## src/rtl/sdram_arbiter_if.sv

```systemverilog
// Command/status port between the arbiter and the SDRAM controller,
// plus the data-path owner select that travels alongside it.
interface sdram_arbiter_if;
   logic        sd_cmd_valid;
   logic        sd_cmd_ready;
   logic [24:0] sd_start_addr;
   logic [24:0] sd_length;
   logic        sd_busy;
   logic [1:0]  sd_sel;

   modport master (
      output sd_cmd_valid, sd_start_addr, sd_length, sd_sel,
      input  sd_cmd_ready, sd_busy
   );

   modport slave (
      input  sd_cmd_valid, sd_start_addr, sd_length, sd_sel,
      output sd_cmd_ready, sd_busy
   );
endinterface

```

## src/rtl/sdram_arbiter.sv

```systemverilog
// Round-robin arbiter sharing one SDRAM controller transfer port between
// NUM_REQ requesters; tracks each transfer via sd_busy and reports done/err.
module sdram_arbiter #(
   parameter int NUM_REQ = 3,
   parameter int TIMEOUT = 1024
) (
   input  logic                   ref_clk,
   input  logic                   rst,
   input  logic [NUM_REQ-1:0]     req,
   input  logic [25*NUM_REQ-1:0]  req_addr,
   input  logic [25*NUM_REQ-1:0]  req_len,
   output logic [NUM_REQ-1:0]     granted,
   output logic [NUM_REQ-1:0]     done,
   output logic [NUM_REQ-1:0]     err,
   sdram_arbiter_if.master        sd,
   output logic                   arb_busy
);
   localparam int CW = $clog2(TIMEOUT + 1);

   typedef enum logic [2:0] {IDLE, ISSUE, WAIT_BUSY, XFER, RELEASE} state_t;

   state_t             state_reg;
   logic [1:0]         rr_reg;
   logic [CW-1:0]      tmo_reg;
   logic [24:0]        addr_arr [NUM_REQ];
   logic [24:0]        len_arr  [NUM_REQ];
   logic               win_found;
   logic [1:0]         win_idx;
   logic [1:0]         cand_idx;
   int                 cand;
   logic [NUM_REQ-1:0] win_onehot;
   logic [NUM_REQ-1:0] owner_onehot;
   logic               tmo_hit;

   for (genvar gi = 0; gi < NUM_REQ; gi++) begin : g_unpack
      assign addr_arr[gi] = req_addr[25*gi +: 25];
      assign len_arr[gi]  = req_len[25*gi +: 25];
   end

   // First requesting index at or after the rr pointer, wrapping around.
   always_comb begin
      win_found = 1'b0;
      win_idx   = '0;
      cand      = 0;
      cand_idx  = '0;
      for (int k = 0; k < NUM_REQ; k++) begin
         cand = int'(rr_reg) + k;
         if (cand >= NUM_REQ) cand = cand - NUM_REQ;
         cand_idx = 2'(cand);
         if (!win_found && req[cand_idx]) begin
            win_found = 1'b1;
            win_idx   = cand_idx;
         end
      end
   end

   assign win_onehot   = {{(NUM_REQ-1){1'b0}}, 1'b1} << win_idx;
   assign owner_onehot = {{(NUM_REQ-1){1'b0}}, 1'b1} << sd.sd_sel;
   assign tmo_hit      = (tmo_reg >= CW'(TIMEOUT - 1));

   always_ff @(posedge ref_clk) begin
      if (rst) begin
         state_reg        <= IDLE;
         rr_reg           <= '0;
         tmo_reg          <= '0;
         granted          <= '0;
         done             <= '0;
         err              <= '0;
         arb_busy         <= 1'b0;
         sd.sd_cmd_valid  <= 1'b0;
         sd.sd_start_addr <= '0;
         sd.sd_length     <= '0;
         sd.sd_sel        <= '0;
      end else begin
         case (state_reg)
            IDLE: begin
               if (win_found && !sd.sd_busy) begin
                  sd.sd_start_addr <= addr_arr[win_idx];
                  sd.sd_length     <= len_arr[win_idx];
                  sd.sd_sel        <= win_idx;
                  arb_busy         <= 1'b1;
                  if (len_arr[win_idx] == '0) begin
                     err       <= win_onehot;
                     state_reg <= RELEASE;
                  end else begin
                     granted         <= win_onehot;
                     sd.sd_cmd_valid <= 1'b1;
                     tmo_reg         <= '0;
                     state_reg       <= ISSUE;
                  end
               end
            end
            ISSUE: begin
               // Accept wins over a timeout landing in the same cycle.
               if (sd.sd_cmd_ready) begin
                  sd.sd_cmd_valid <= 1'b0;
                  tmo_reg         <= tmo_reg + 1'b1;
                  state_reg       <= sd.sd_busy ? XFER : WAIT_BUSY;
               end else if (tmo_hit) begin
                  sd.sd_cmd_valid <= 1'b0;
                  granted         <= '0;
                  err             <= owner_onehot;
                  state_reg       <= RELEASE;
               end else begin
                  tmo_reg <= tmo_reg + 1'b1;
               end
            end
            WAIT_BUSY: begin
               if (sd.sd_busy) begin
                  state_reg <= XFER;
               end else if (tmo_hit) begin
                  granted   <= '0;
                  err       <= owner_onehot;
                  state_reg <= RELEASE;
               end else begin
                  tmo_reg <= tmo_reg + 1'b1;
               end
            end
            XFER: begin
               if (!sd.sd_busy) begin
                  granted   <= '0;
                  done      <= owner_onehot;
                  state_reg <= RELEASE;
               end
            end
            RELEASE: begin
               done      <= '0;
               err       <= '0;
               granted   <= '0;
               arb_busy  <= 1'b0;
               rr_reg    <= (sd.sd_sel == 2'(NUM_REQ - 1)) ? 2'd0 : sd.sd_sel + 2'd1;
               state_reg <= IDLE;
            end
            default: state_reg <= IDLE;
         endcase
      end
   end
endmodule

```

## src/flat_wrapper.sv

```systemverilog
// flat-port wrapper written by rule: the top's interface ports become plain ports
module sdram_arbiter_flat 
#(
   parameter int NUM_REQ = 3,
   parameter int TIMEOUT = 1024
)
  (ref_clk, rst, req, req_addr, req_len, granted, done, err, arb_busy, sd_sd_cmd_valid, sd_sd_start_addr, sd_sd_length, sd_sd_sel, sd_sd_cmd_ready, sd_sd_busy);
  sdram_arbiter_if sd_i ();
  input  logic ref_clk;
  input  logic rst;
  input  logic [NUM_REQ-1:0] req;
  input  logic [25*NUM_REQ-1:0] req_addr;
  input  logic [25*NUM_REQ-1:0] req_len;
  output logic [NUM_REQ-1:0] granted;
  output logic [NUM_REQ-1:0] done;
  output logic [NUM_REQ-1:0] err;
  output logic arb_busy;
  output wire logic [$bits(sd_i.sd_cmd_valid)-1:0] sd_sd_cmd_valid;
  output wire logic [$bits(sd_i.sd_start_addr)-1:0] sd_sd_start_addr;
  output wire logic [$bits(sd_i.sd_length)-1:0] sd_sd_length;
  output wire logic [$bits(sd_i.sd_sel)-1:0] sd_sd_sel;
  input wire logic [$bits(sd_i.sd_cmd_ready)-1:0] sd_sd_cmd_ready;
  input wire logic [$bits(sd_i.sd_busy)-1:0] sd_sd_busy;
  assign sd_sd_cmd_valid = sd_i.sd_cmd_valid;
  assign sd_sd_start_addr = sd_i.sd_start_addr;
  assign sd_sd_length = sd_i.sd_length;
  assign sd_sd_sel = sd_i.sd_sel;
  assign sd_i.sd_cmd_ready = sd_sd_cmd_ready;
  assign sd_i.sd_busy = sd_sd_busy;
  sdram_arbiter #(.NUM_REQ(NUM_REQ), .TIMEOUT(TIMEOUT)) u_core (.ref_clk(ref_clk), .rst(rst), .req(req), .req_addr(req_addr), .req_len(req_len), .granted(granted), .done(done), .err(err), .sd(sd_i), .arb_busy(arb_busy));
endmodule
```

## config.mk

```make
export PLATFORM = sky130hd
export DESIGN_NAME = sdram_arbiter_flat
export DESIGN_NICKNAME = d
export VERILOG_FILES = /design/src/rtl/sdram_arbiter_if.sv /design/src/rtl/sdram_arbiter.sv /design/src/flat_wrapper.sv
export SDC_FILE = /design/constraint.sdc
export NUM_CORES = 1
export LEC_CHECK = 0
export ABC_AREA = 1
export ABC_CLOCK_PERIOD_IN_PS = 5110
export CAP_MARGIN = 20
export CORE_ASPECT_RATIO = 2
export CORE_MARGIN = 5
export CORE_UTILIZATION = 46
export DETAILED_ROUTE_END_ITERATION = 6
export GPL_ROUTABILITY_DRIVEN = 0
export PLACE_DENSITY = 0.95
export SLEW_MARGIN = 20
export SYNTH_ARGS = -nofsm -noshare
export SYNTH_HDL_FRONTEND = slang
export SYNTH_SLANG_ARGS = --single-unit
```

## constraint.sdc

```tcl
create_clock -name ref_clk -period 5.11 [get_ports ref_clk]
set_input_delay 1.2775 -clock ref_clk [delete_from_list [all_inputs] [get_ports ref_clk]]
set_output_delay 1.2775 -clock ref_clk [all_outputs]
set_load 0.03 [all_outputs]
```

; ---- Yosys cells after proc, flatten, opt, wreduce, memory -nomap -nowiden
; Index checks and enable logic that the tools add are counted.
[totals]
in_bits = 157
output_inout_bits = 63
regBits = 79
word_cells = 121
[op_classes]
n_bitwise = 1
n_reduce_logical = 22
n_lt_le_gt_ge = 8
n_mux = 58
shift = 2
add_sub_neg = 7
n_eq_ne = 12
[op_table]
columns = operator, count
row1 = 25-bit binary-select mux with 2-bit select, 2
row2 = 25-bit 2-to-1 mux, 4
row3 = 11-bit 2-to-1 mux, 5
row4 = 3-bit 2-to-1 mux, 18
row5 = 11-bit one-hot mux with 3 select lines, 1
row6 = 25-bit zero test, 1
row7 = 3-bit one-hot mux with 4 select lines, 2
row8 = 3-bit one-hot mux with 5 select lines, 1
row9 = 2-bit 2-to-1 mux, 7
row10 = 1-bit 2-to-1 mux, 12
row11 = "11-bit by 1-bit adder with 11-bit output, second input constant", 1
row12 = "11-bit by 10-bit >= comparator with 1-bit output, second input constant", 1
row13 = "2-bit by 3-bit < comparator with 1-bit output, second input constant", 3
row14 = "2-bit != test, second input constant", 4
row15 = 2-bit AND reduction, 4
row16 = 4-bit AND reduction, 2
row17 = 1-bit binary-select mux with 2-bit select, 3
row18 = "3-bit by 2-bit equality test with 1-bit output, second input constant", 2
row19 = "3-bit by 2-bit >= comparator with 1-bit output, second input constant", 2
row20 = 3-bit one-hot mux with 2 select lines, 1
row21 = 6-bit AND reduction, 1
row22 = 2-bit nonzero test, 3
row23 = "1-bit by 2-bit << shifter with 3-bit output, first input constant", 2
row24 = 5-bit AND reduction, 1
row25 = 20 further kinds, 27

; ---- Longest topological paths before layout
; Gate-level depths: netlist (run 1).
[depth]
depth_word = 19
ltp_mapped = 25
ltp_nobuf = 23

; ---- Worst setup path after synthesis (run 1)
; Ideal clock, no wire load.
[synth_path]
path_type = in2reg
start = input port req[2]
end = register u_core.tmo_reg[1]
setup_ns = 0.113
path_stages = 19
required_ns = 4.997
path_slack_ns = 1.951
path_buffers = 2
t_arrival_ns = 3.046
path_cell_list = inv_1 o21ai_2 nand2_2 nand2_1 nand2_1 inv_2 clkbuf_1 nand3_1 nand3_1 nand2_1 nor2_1 nand3_1 nor2_2 nand3_4 nand2_4 buf_6 nand2_1 nand2_1 nor2_1
[synth_between]
elab_chain_len = 16
word_cells_on_any_way = 25
cone_classes = eq/ne (2) / mux (15) / bitwise (1) / reduce/logical (7)
[synth_lines]
columns = item, line_no
row1 = "start, declared", flat_wrapper.sv:11  ; input logic [NUM_REQ-1:0] req;
row2 = 1-bit binary-select mux with 2-bit select, sdram_arbiter.sv:50  ; if (!win_found && req[cand_idx]) begin
row3 = 1-bit 2-to-1 mux (implied by the code), sdram_arbiter.sv:50
row4 = 1-bit 2-to-1 mux, sdram_arbiter.sv:50
row5 = 1-bit zero test, sdram_arbiter.sv:50
row6 = 1-bit logical AND, sdram_arbiter.sv:50
row7 = 1-bit 2-to-1 mux, sdram_arbiter.sv:50
row8 = 1-bit zero test, sdram_arbiter.sv:50
row9 = 1-bit logical AND, sdram_arbiter.sv:50
row10 = 2-bit 2-to-1 mux, sdram_arbiter.sv:50
row11 = 2-bit NOT with 3-bit output (implied by the code), sdram_arbiter.sv:82  ; if (len_arr[win_idx] == '0) begin
row12 = 25-bit binary-select mux with 2-bit select, sdram_arbiter.sv:82
row13 = 25-bit 2-to-1 mux (implied by the code) (2 in series), sdram_arbiter.sv:82
row14 = 25-bit zero test, sdram_arbiter.sv:82
row15 = 2-bit != test (no line), n/a
row16 = 4-bit AND reduction (no line) *, n/a
row17 = "end signal, assigned", sdram_arbiter.sv:97  ; tmo_reg <= tmo_reg + 1'b1;
row18 = "end signal, assigned", sdram_arbiter.sv:105  ; tmo_reg <= tmo_reg + 1'b1;
row19 = "end signal, assigned", sdram_arbiter.sv:116  ; tmo_reg <= tmo_reg + 1'b1;
row20 = "end, declared", sdram_arbiter.sv:24  ; logic [CW-1:0] tmo_reg;
; Every way passes the cells marked *; elsewhere a longest branch is shown, timed or not. The select of a mux whose other input is x is not followed.
; A chain may end at the register's enable or synchronous reset.

; ---- Worst setup path after layout (run 1)
[layout_path]
start = input port req[2]
end = register u_core.tmo_reg[2]
; The elaborated chain is that of the path after synthesis.

==> flow_metrics.env, run 1 <==
export IMPL_worst_slack_ns=0.715
export IMPL_htreeDepth=3
export IMPL_grt_busiest_layer="met2"
export IMPL_hp_class="flop to flop"
export IMPL_tightest_slew_ns=1.05
export IMPL_yosysSeqAreaShare=0.322
export IMPL_core_area_um2=10500
export IMPL_place_inst=1109
export IMPL_cp_startpoint="req[2]"
export IMPL_setup_viol=0
export IMPL_cp_end_kind="flop"
export IMPL_crit_required_ns=5.38
export IMPL_totalWireLength_mm=18.1
export IMPL_ys_ff_latch=79
export IMPL_viasPerCell=5.47
export IMPL_outcome="finished clean"
export IMPL_grt_max_degree=54
export IMPL_num_fill_cells=875
export IMPL_rsz0062_at_grt="no"
export IMPL_clock_skew_ns=0.00532
export IMPL_cts_hold_buf=0
export IMPL_drt_pre_antenna_iters=5
export IMPL_clkSinkCount=79
export IMPL_numCtsBuffers=9
export IMPL_start_util=0.469
export IMPL_syn_num_nets=949
export IMPL_slew_viol_final=0
export IMPL_syn_to_final_growth_pct=51.9
export IMPL_synth_cell_types=41
export IMPL_diodes=0
export IMPL_yosysWarnings=0
export IMPL_cts_tree="done"
export IMPL_peakVddDrop_mv=0.288
export IMPL_final_area_um2=7460
export IMPL_clk_latency_ns=0.33
export IMPL_fp_dieW_um=83.1
export IMPL_clock_fmax_ghz=0.228
export IMPL_grtUsageMet3=0.0703
export IMPL_fin_cells=1125
export IMPL_powerDensity_nw_per_um2=384
export IMPL_drive_above_1_share=0.0466
export IMPL_total_power_mw=2.86
export IMPL_min_from="u_core.granted[0]"
export IMPL_crit_arrival_ns=4.66
export IMPL_rows=53
export IMPL_syn_cell_area_um2=4910
export IMPL_met2_usage=0.528
export IMPL_clock_root_buffer="clkbuf_16"
export IMPL_ant_nets=0
export IMPL_drt_iter0_drc=341
export IMPL_portBuffers=219
export IMPL_fin_util=0.712
export IMPL_grt_pass1_vias=6134
export IMPL_synth_avg_cell_area_um2=6.24
export IMPL_path_max_fanout=30
export IMPL_ys_async_sr_fraction=0
export IMPL_die_y_um=156
export IMPL_postCtsResizedCells=0
export IMPL_ios=220
export IMPL_postCtsSetupRepairBufs=0
export IMPL_reg2reg_from="u_core.rr_reg[0]"
export IMPL_fin_nets=1145
export IMPL_final_setup_tns_ns=0
export IMPL_max_slew_margin_rel=0.294
export IMPL_dieArea_um2=13000
export IMPL_dp_slack_ns=0.435
export IMPL_path_clk_slew_ns=0.06
export IMPL_synthCells=787
export IMPL_path_class="input port to flop"
export IMPL_hpwl_mm=13.8
export IMPL_ys_flop_type="dfxtp_1"
export IMPL_cts_buffer_depth=2
export IMPL_cp_start_kind="input port"
export IMPL_drc_errors=0
export IMPL_route_vias_total=6153
export IMPL_period_share=0.860
export IMPL_use_met1=0.240
export IMPL_drv_cap=0
export IMPL_antenna_found_initial=0
export IMPL_p_leak_nw=3.22
export IMPL_placed_cell_area_um2=7150
export IMPL_hold_ws_ns=0.463
export IMPL_fin_crit_ns=4.40
export IMPL_grt_ovfl_total=0
export IMPL_wire_per_inst_um=16.1
export IMPL_hold_violations=0
export IMPL_grt_first_pass_wirelength_mm=28.5
export IMPL_synth_edff_count=0
export IMPL_grt_usage=0.270
## critical path, cell delays in order
cell and delay [ns]:
clkdlybuf4s50_1 0.50, inv_1 0.07, o21ai_2 0.14, nand2_2 0.12
nand2_1 0.09, nand2_1 0.06, inv_2 0.30, nand2_2 0.46
inv_2 0.55, nand2_1 0.09, nand2_1 0.08, nand2_1 0.05
nand2_1 0.09, nor2_1 0.04, nand2_1 0.08, nor2_2 0.06
nand3_4 0.14, nand2_4 0.14, inv_2 0.16, nor2_1 0.05
nor2_1 0.11
## cell usage in the layout (no fill, tap or decap), drive strengths merged
| master | count |
|---|---|
| nor3 | 5 |
| o21bai | 6 |
| o32ai | 2 |
| bufinv | 1 |
| inv | 75 |
| clkdlybuf4s50 | 219 |
| a211oi | 3 |
| buf | 9 |
| o21a | 18 |
| nand3b | 5 |
| xor2 | 3 |
| dfxtp | 79 |
| ha | 5 |
| or2 | 1 |
| o31ai | 1 |
| o22ai | 3 |
| nand3 | 80 |
| o21ai | 60 |
| o211ai | 15 |
| clkbuf | 13 |
| nor4 | 2 |
| nor2 | 67 |
| a41oi | 1 |
| nand4 | 3 |
| nand2 | 248 |
| a31oi | 24 |
| a21oi | 36 |
| clkinv | 3 |
| xnor2 | 1 |
## power breakdown
part	total [mW]	internal, mW	switching [mW]
clock	0.663	0.417	0.246
combinational	1.34	0.525	0.814
sequential	0.862	0.761	0.102
## layout make-up
| class | instances | area, um2 | share of cell area |
|---|---|---|---|
| Inverter | 76 | 285 | 0.0382 |
| Sequential cell | 79 | 1580 | 0.212 |
| Tap cell | 137 | 171 | 0.0230 |
| Multi-Input combinational cell | 589 | 2850 | 0.382 |
| Clock inverter | 3 | 40.0 | 0.00537 |
| Clock buffer | 13 | 270 | 0.0362 |
| Timing Repair Buffer | 228 | 2260 | 0.303 |
## final timing paths
check | end | slack (ns) | cells past startpoint
setup / recovery | u_core.tmo_reg[2] | 0.71 | 21
hold / removal | u_core.granted[0] | 0.46 | 2
setup reg to reg | u_core.tmo_reg[3] | 1.44 | 21
hold reg to reg | u_core.granted[0] | 0.46 | 2
## cells in the mapped netlist, types with 7 or more instances
library cell / number / area share
a21oi_1: 34 / 0.035
a31oi_1: 24 / 0.031
clkbuf_1: 28 / 0.021
dfxtp_1: 79 / 0.32
inv_1: 68 / 0.052
inv_2: 7 / 0.0054
nand2_1: 244 / 0.19
nand3_1: 78 / 0.079
nor2_1: 65 / 0.050
o211ai_1: 15 / 0.023
o21a_1: 18 / 0.028
o21ai_0: 42 / 0.043
o21ai_1: 17 / 0.017
## routing by layer
layer,vias to the layer above,share of wire
li1,2988,-
met1,2786,0.33
met2,299,0.54
met3,80,0.072
met4,0,0.056
met5,-,0
## kinds of logic (layout without fill, tap and decap cells)
| kind of cell | count (synthesis) | in the layout | synth area share |
|---|---|---|---|
| adder cells (fa/ha/maj) | 5 | 5 | 0.0127 |
| AND/OR/NAND/NOR | 411 | 411 | 0.352 |
| AO/OA/AOI/OAI | 169 | 169 | 0.207 |
| buffers and inverters | 119 | 320 | 0.0994 |
| flip-flops | 79 | 79 | 0.322 |
| XOR/XNOR | 4 | 4 | 0.00714 |
No activity file was read; power rests on OpenSTA's default activity.
==> run 2, diff against run 1 <==
Settings changed: CELL_PAD_IN_SITES_DETAIL_PLACEMENT set to 1, CELL_PAD_IN_SITES_GLOBAL_PLACEMENT set to 2, CORE_UTILIZATION 46 to 22.
==> run 2 against run 1 <==
  * Maximum frequency grew 2.1%
  * Clock skew grew 0.00072 ns
  * Clock power shrank 10%
  * Design area grew 1.8%
  * Clock-buffer cell count shrank 2
  * Critical path type unchanged
  * Largest power group unchanged
==> flow_metrics.env, run 2 (synthesized netlist as in run 1, its figures left out) <==
export IMPL_r2r_slack_ns=1.42
export IMPL_whs_path_depth=2
export IMPL_portBuffers=219
export IMPL_powerDensity_nw_per_um2=373
export IMPL_p_sw_mw=1.22
export IMPL_clkSinkCount=79
export IMPL_grt_first_pass_wirelength_mm=34.9
export IMPL_cp_end_kind="flop"
export IMPL_cts_tree="done"
export IMPL_hpwl_mm=18.2
export IMPL_rows=77
export IMPL_cts_buffer_depth=2
export IMPL_clock_fmax_ghz=0.232
export IMPL_ios=220
export IMPL_final_area_um2=7600
export IMPL_grt_ovfl_total=0
export IMPL_period_share=0.842
export IMPL_max_slew_margin_rel=0.512
export IMPL_crit_buf_inv=6
export IMPL_cp_top_family="simple AND/OR/NAND/NOR gates"
export IMPL_route_vias_total=6011
export IMPL_hold_violations=0
export IMPL_placed_cell_area_um2=7330
export IMPL_drt_iter0_drc=239
export IMPL_min_to="u_core.arb_busy"
export IMPL_syn_to_final_growth_pct=54.7
export IMPL_fin_crit_ns=4.30
export IMPL_layout_commonest_cell="nand2_1"
export IMPL_drive_above_1_share=0.0475
export IMPL_outcome="finished clean"
export IMPL_internal_power_mw=1.61
export IMPL_swShare=0.431
export IMPL_crit_required_ns=5.34
export IMPL_start_util=0.223
export IMPL_drv_cap=0
export IMPL_fin_util=0.344
export IMPL_r2r_end="u_core.tmo_reg[0]"
export IMPL_setup_viol=0
export IMPL_peakVddDrop_mv=0.142
export IMPL_place_inst=1249
export IMPL_clock_root_buffer="clkbuf_16"
export IMPL_grt_pass1_vias=6624
export IMPL_core_area_um2=22100
export IMPL_clock_skew_ns=0.00605
export IMPL_htreeDepth=3
export IMPL_viasPerCell=4.74
export IMPL_cpPeakStageDelay_ns=0.52
export IMPL_path_clk_slew_ns=0.06
export IMPL_crit_top_cell="nand2_1"
export IMPL_worstPathCellList="clkdlybuf4s50_1 -> inv_1 -> nor2_1 -> nand2_1 -> nand2_1 -> inv_2 -> nand2_2 -> buf_4 -> inv_2 -> nand2_1 -> nand2_1 -> nand2_1 -> nand2_1 -> nor2_1 -> nand2_1 -> nor2_2 -> nand3_4 -> nand2_4 -> inv_2 -> nor2_1 -> nor2_1"
export IMPL_fin_cells=1267
export IMPL_min_from="u_core.arb_busy"
export IMPL_drt_pre_antenna_iters=4
export IMPL_dp_slack_ns=0.430
export IMPL_grt_max_degree=54
export IMPL_dieArea_um2=25600
export IMPL_path_class="input port to flop"
export IMPL_cts_hold_buf=0
export IMPL_fp_dieW_um=116
export IMPL_fin_nets=1146
export IMPL_hp_class="flop to flop"
export IMPL_p_leak_nw=3.20
export IMPL_tightest_slew_ns=0.731
export IMPL_ant_nets=0
export IMPL_final_setup_tns_ns=0
export IMPL_grt_usage=0.176
export IMPL_postCtsResizedCells=0
export IMPL_num_fill_cells=2752
export IMPL_drc_errors=0
export IMPL_cp_start_kind="input port"
export IMPL_worst_slack_ns=0.807
export IMPL_wire_per_inst_um=17.9
export IMPL_p_clk_frac=0.210
export IMPL_antenna_found_initial=2
export IMPL_numCtsBuffers=9
export IMPL_die_y_um=221
export IMPL_postCtsSetupRepairBufs=0
export IMPL_r2r_cells=22
export IMPL_most_common_layout_cells="nand2_1 (243), clkdlybuf4s50_1 (219), dfxtp_1 (79)"
export IMPL_totalWireLength_mm=22.7
export IMPL_clk_latency_ns=0.34
export IMPL_reg2reg_from="u_core.rr_reg[0]"
export IMPL_path_max_fanout=29
export IMPL_crit_slowest_cell="nand2_2"
export IMPL_slew_viol_final=0
export IMPL_pwr_share_seq=0.308
export IMPL_rsz0062_at_grt="no"
export IMPL_combinationalPowerShare=0.483
export IMPL_crit_arrival_ns=4.53
[run 2: power by group through the flow]
stage	clock network [mW]	registers, mW	logic (mW)
after global routing	0.642	0.890	1.50
after CTS	0.613	0.872	1.39
after detailed placement	0	0.882	1.38
after floorplan	0	1.05	0.650
final	0.594	0.872	1.37
after global placement	0	0.878	1.36
[run 2: metrics by stage]
| stage | hold WS (ns) | power (mW) |
|---|---|---|
| 2_1_floorplan | 0.448 | 1.70 |
| 3_3_place_gp | 0.456 | 2.24 |
| 3_5_place_dp | 0.468 | 2.27 |
| 4_1_cts | 0.478 | 2.87 |
| 5_1_grt | 0.495 | 3.03 |
| 6_report | 0.472 | 2.83 |
[run 2: worst max path at each step]
stage,startpoint,endpoint,slack [ns],depth (start not counted)
CTS,req[1],u_core.tmo_reg[0],0.77,21
detailed placement,req[1],u_core.tmo_reg[9],0.43,21
floorplan,req[2],u_core.tmo_reg[1],1.95,19
global placement,req[1],u_core.tmo_reg[9],0.52,21
finish,req[1],u_core.tmo_reg[0],0.81,21
global route,req[1],u_core.tmo_reg[2],0.41,21
[run 2: cell type report]
cell class,count,area (um2),area share
Multi-Input combinational cell,589,2850,0.376
Timing Repair Buffer,229,2270,0.298
Sequential cell,79,1580,0.208
Tap cell,276,345,0.0455
Inverter,76,285,0.0376
Clock buffer,11,233,0.0306
Clock inverter,5,25.0,0.00329
Antenna cell,2,5.00,0.000659
[run 2: worst min-delay path: cells and delay by family (launching register included)]
family | cells | cell delay, ns
AND/OR/NAND/NOR | 1 | 0.06
AO/OA/AOI/OAI | 1 | 0.05
flip-flops | 1 | 0.31
[run 2: metal layers]
layer,GRT usage,share of wire
met5,0,0
met4,0.0723,0.036
met3,0.0312,0.042
met1,0.160,0.33
met2,0.362,0.59
==> run 3, diff against run 2 <==
Settings changed: ABC_CLOCK_PERIOD_IN_PS 5110 to 3800, CORE_UTILIZATION 22 to 19, PLACE_DENSITY 0.95 to 0.88.
Clock period 5.11 ns to 3.8 ns, I/O delays scaled along.
==> run 3 against run 2 <==
  * Final cell count increased by 6.2%
  * Die area increased by 15%
  * Via count increased by 1.6%
  * Design area increased by 4.6%
  * Core utilization decreased by 3.5 points
  * Sequential power increased by 34%
  * Clock power increased by 70%
  * Register-to-register slack got worse by 0.72 ns
  * First-iteration DRC count decreased by 12%
  * Critical path depth unchanged
  * Largest cell class unchanged
  * Highest routed layer unchanged
==> flow_metrics.env, run 3 (synthesized netlist as in run 1, its figures left out) <==
export IMPL_clock_root_buffer="clkbuf_16"
export IMPL_fp_dieW_um=124
export IMPL_cp_start_kind="input port"
export IMPL_viasPerCell=4.54
export IMPL_die_y_um=237
export IMPL_drt_iter0_drc=211
export IMPL_grt_pass1_vias=6731
export IMPL_ant_nets=0
export IMPL_tightest_slew_ns=0.748
export IMPL_rows=83
export IMPL_crit_arrival_ns=3.63
export IMPL_hpwl_mm=19.1
export IMPL_num_fill_cells=3192
export IMPL_clkSinkCount=79
export IMPL_outcome="finished clean"
export IMPL_clock_skew_ns=0.00855
export IMPL_fin_cells=1346
export IMPL_p_leak_nw=3.34
export IMPL_peakVddDrop_mv=0.287
export IMPL_rsz0062_at_grt="no"
export IMPL_most_common_layout_cells="nand2_1 (242), clkdlybuf4s50_1 (219), dfxtp_1 (79)"
export IMPL_clock_fmax_ghz=0.300
export IMPL_cts_buffer_depth=2
export IMPL_place_inst=1330
export IMPL_core_area_um2=25700
export IMPL_ios=220
export IMPL_total_power_mw=4.12
export IMPL_syn_to_final_growth_pct=61.8
export IMPL_drv_cap=0
export IMPL_slew_viol_final=0
export IMPL_start_util=0.191
export IMPL_antenna_found_initial=1
export IMPL_hold_violations=0
export IMPL_layout_commonest_cell="nand2_1"
export IMPL_portBuffers=219
export IMPL_route_vias_total=6105
export IMPL_postCtsSetupRepairBufs=0
export IMPL_path_clk_slew_ns=0.06
export IMPL_cts_hold_buf=0
export IMPL_path_class="input port to flop"
export IMPL_crit_required_ns=4.09
export IMPL_postCtsResizedCells=0
export IMPL_wire_per_inst_um=17.7
export IMPL_setup_viol=0
export IMPL_register_area_um2=1580
export IMPL_htreeDepth=3
export IMPL_dieArea_um2=29400
export IMPL_drc_errors=0
export IMPL_multi_input_area_um2=2850
export IMPL_final_setup_tns_ns=0
export IMPL_fin_crit_ns=3.34
export IMPL_fin_nets=1163
export IMPL_numCtsBuffers=9
export IMPL_grt_ovfl_total=0
export IMPL_path_max_fanout=30
export IMPL_clk_latency_ns=0.36
export IMPL_grt_max_degree=38
export IMPL_totalWireLength_mm=23.8
export IMPL_powerDensity_nw_per_um2=519
export IMPL_hold_ws_ns=0.472
export IMPL_drt_pre_antenna_iters=4
export IMPL_grt_usage=0.164
export IMPL_max_slew_margin_rel=0.498
export IMPL_grt_first_pass_wirelength_mm=36.7
export IMPL_period_share=0.878
export IMPL_hp_class="flop to flop"
export IMPL_drive_above_1_share=0.0627
export IMPL_cts_tree="done"
export IMPL_cp_end_kind="flop"
run 3: power breakdown:
group / switching (mW) / internal (mW) / total, mW
clock network: 0.372 / 0.638 / 1.01
registers: 0.150 / 1.02 / 1.17
logic: 1.17 / 0.772 / 1.94
total: 1.69 / 2.43 / 4.12
run 3: layer usage:
metal  share of wire  global-route usage
met5               0                   0
met4           0.038              0.0750
met3           0.046              0.0352
met2            0.58               0.326
met1            0.34               0.153
run 3: layout make-up:
type / instances / share of cell area
multi-input combinational: 589 / 0.359
clock buffer: 11 / 0.0293
inverter: 76 / 0.0359
timing repair buffer: 246 / 0.311
tap: 340 / 0.0535
sequential: 79 / 0.199
clock inverter: 4 / 0.0120
antenna: 1 / 0.000315
run 3: per-stage QoR:
step / cell area [um2] / util / worst slack [ns]
final: 7950 / 0.310 / 0.464
after global routing: 7950 / 0.310 / 0.227
after CTS: 7940 / 0.310 / 0.436
after global placement: 7620 / 0.297 / 0.158
after detailed placement: 7620 / 0.297 / 0.0608
after floorplan: 4910 / - / 0.969
run 3: critical path: stages:
cell and delay, ns:
clkdlybuf4s50_1 0.51, inv_1 0.08, o21ai_2 0.14, nand2_2 0.12
nand2_1 0.11, nand2_1 0.07, inv_2 0.08, nand2_2 0.07
buf_12 0.17, nand2_1 0.07, nand3_1 0.09, nand2_1 0.11
nand2_1 0.07, nor2_1 0.11, nand2_1 0.09, nor2_2 0.16
nand3_4 0.13, nand2_4 0.17, buf_4 0.15, o21ai_1 0.06
nor2_1 0.10
run 3: final timing paths:
path | startpoint | to | slack, ns | cells after the start
max | req[2] | u_core.tmo_reg[6] | 0.46 | 21
max reg2reg | u_core.rr_reg[0] | u_core.tmo_reg[6] | 0.70 | 21
min reg2reg | u_core.arb_busy | u_core.arb_busy | 0.47 | 2
min | u_core.arb_busy | u_core.arb_busy | 0.47 | 2
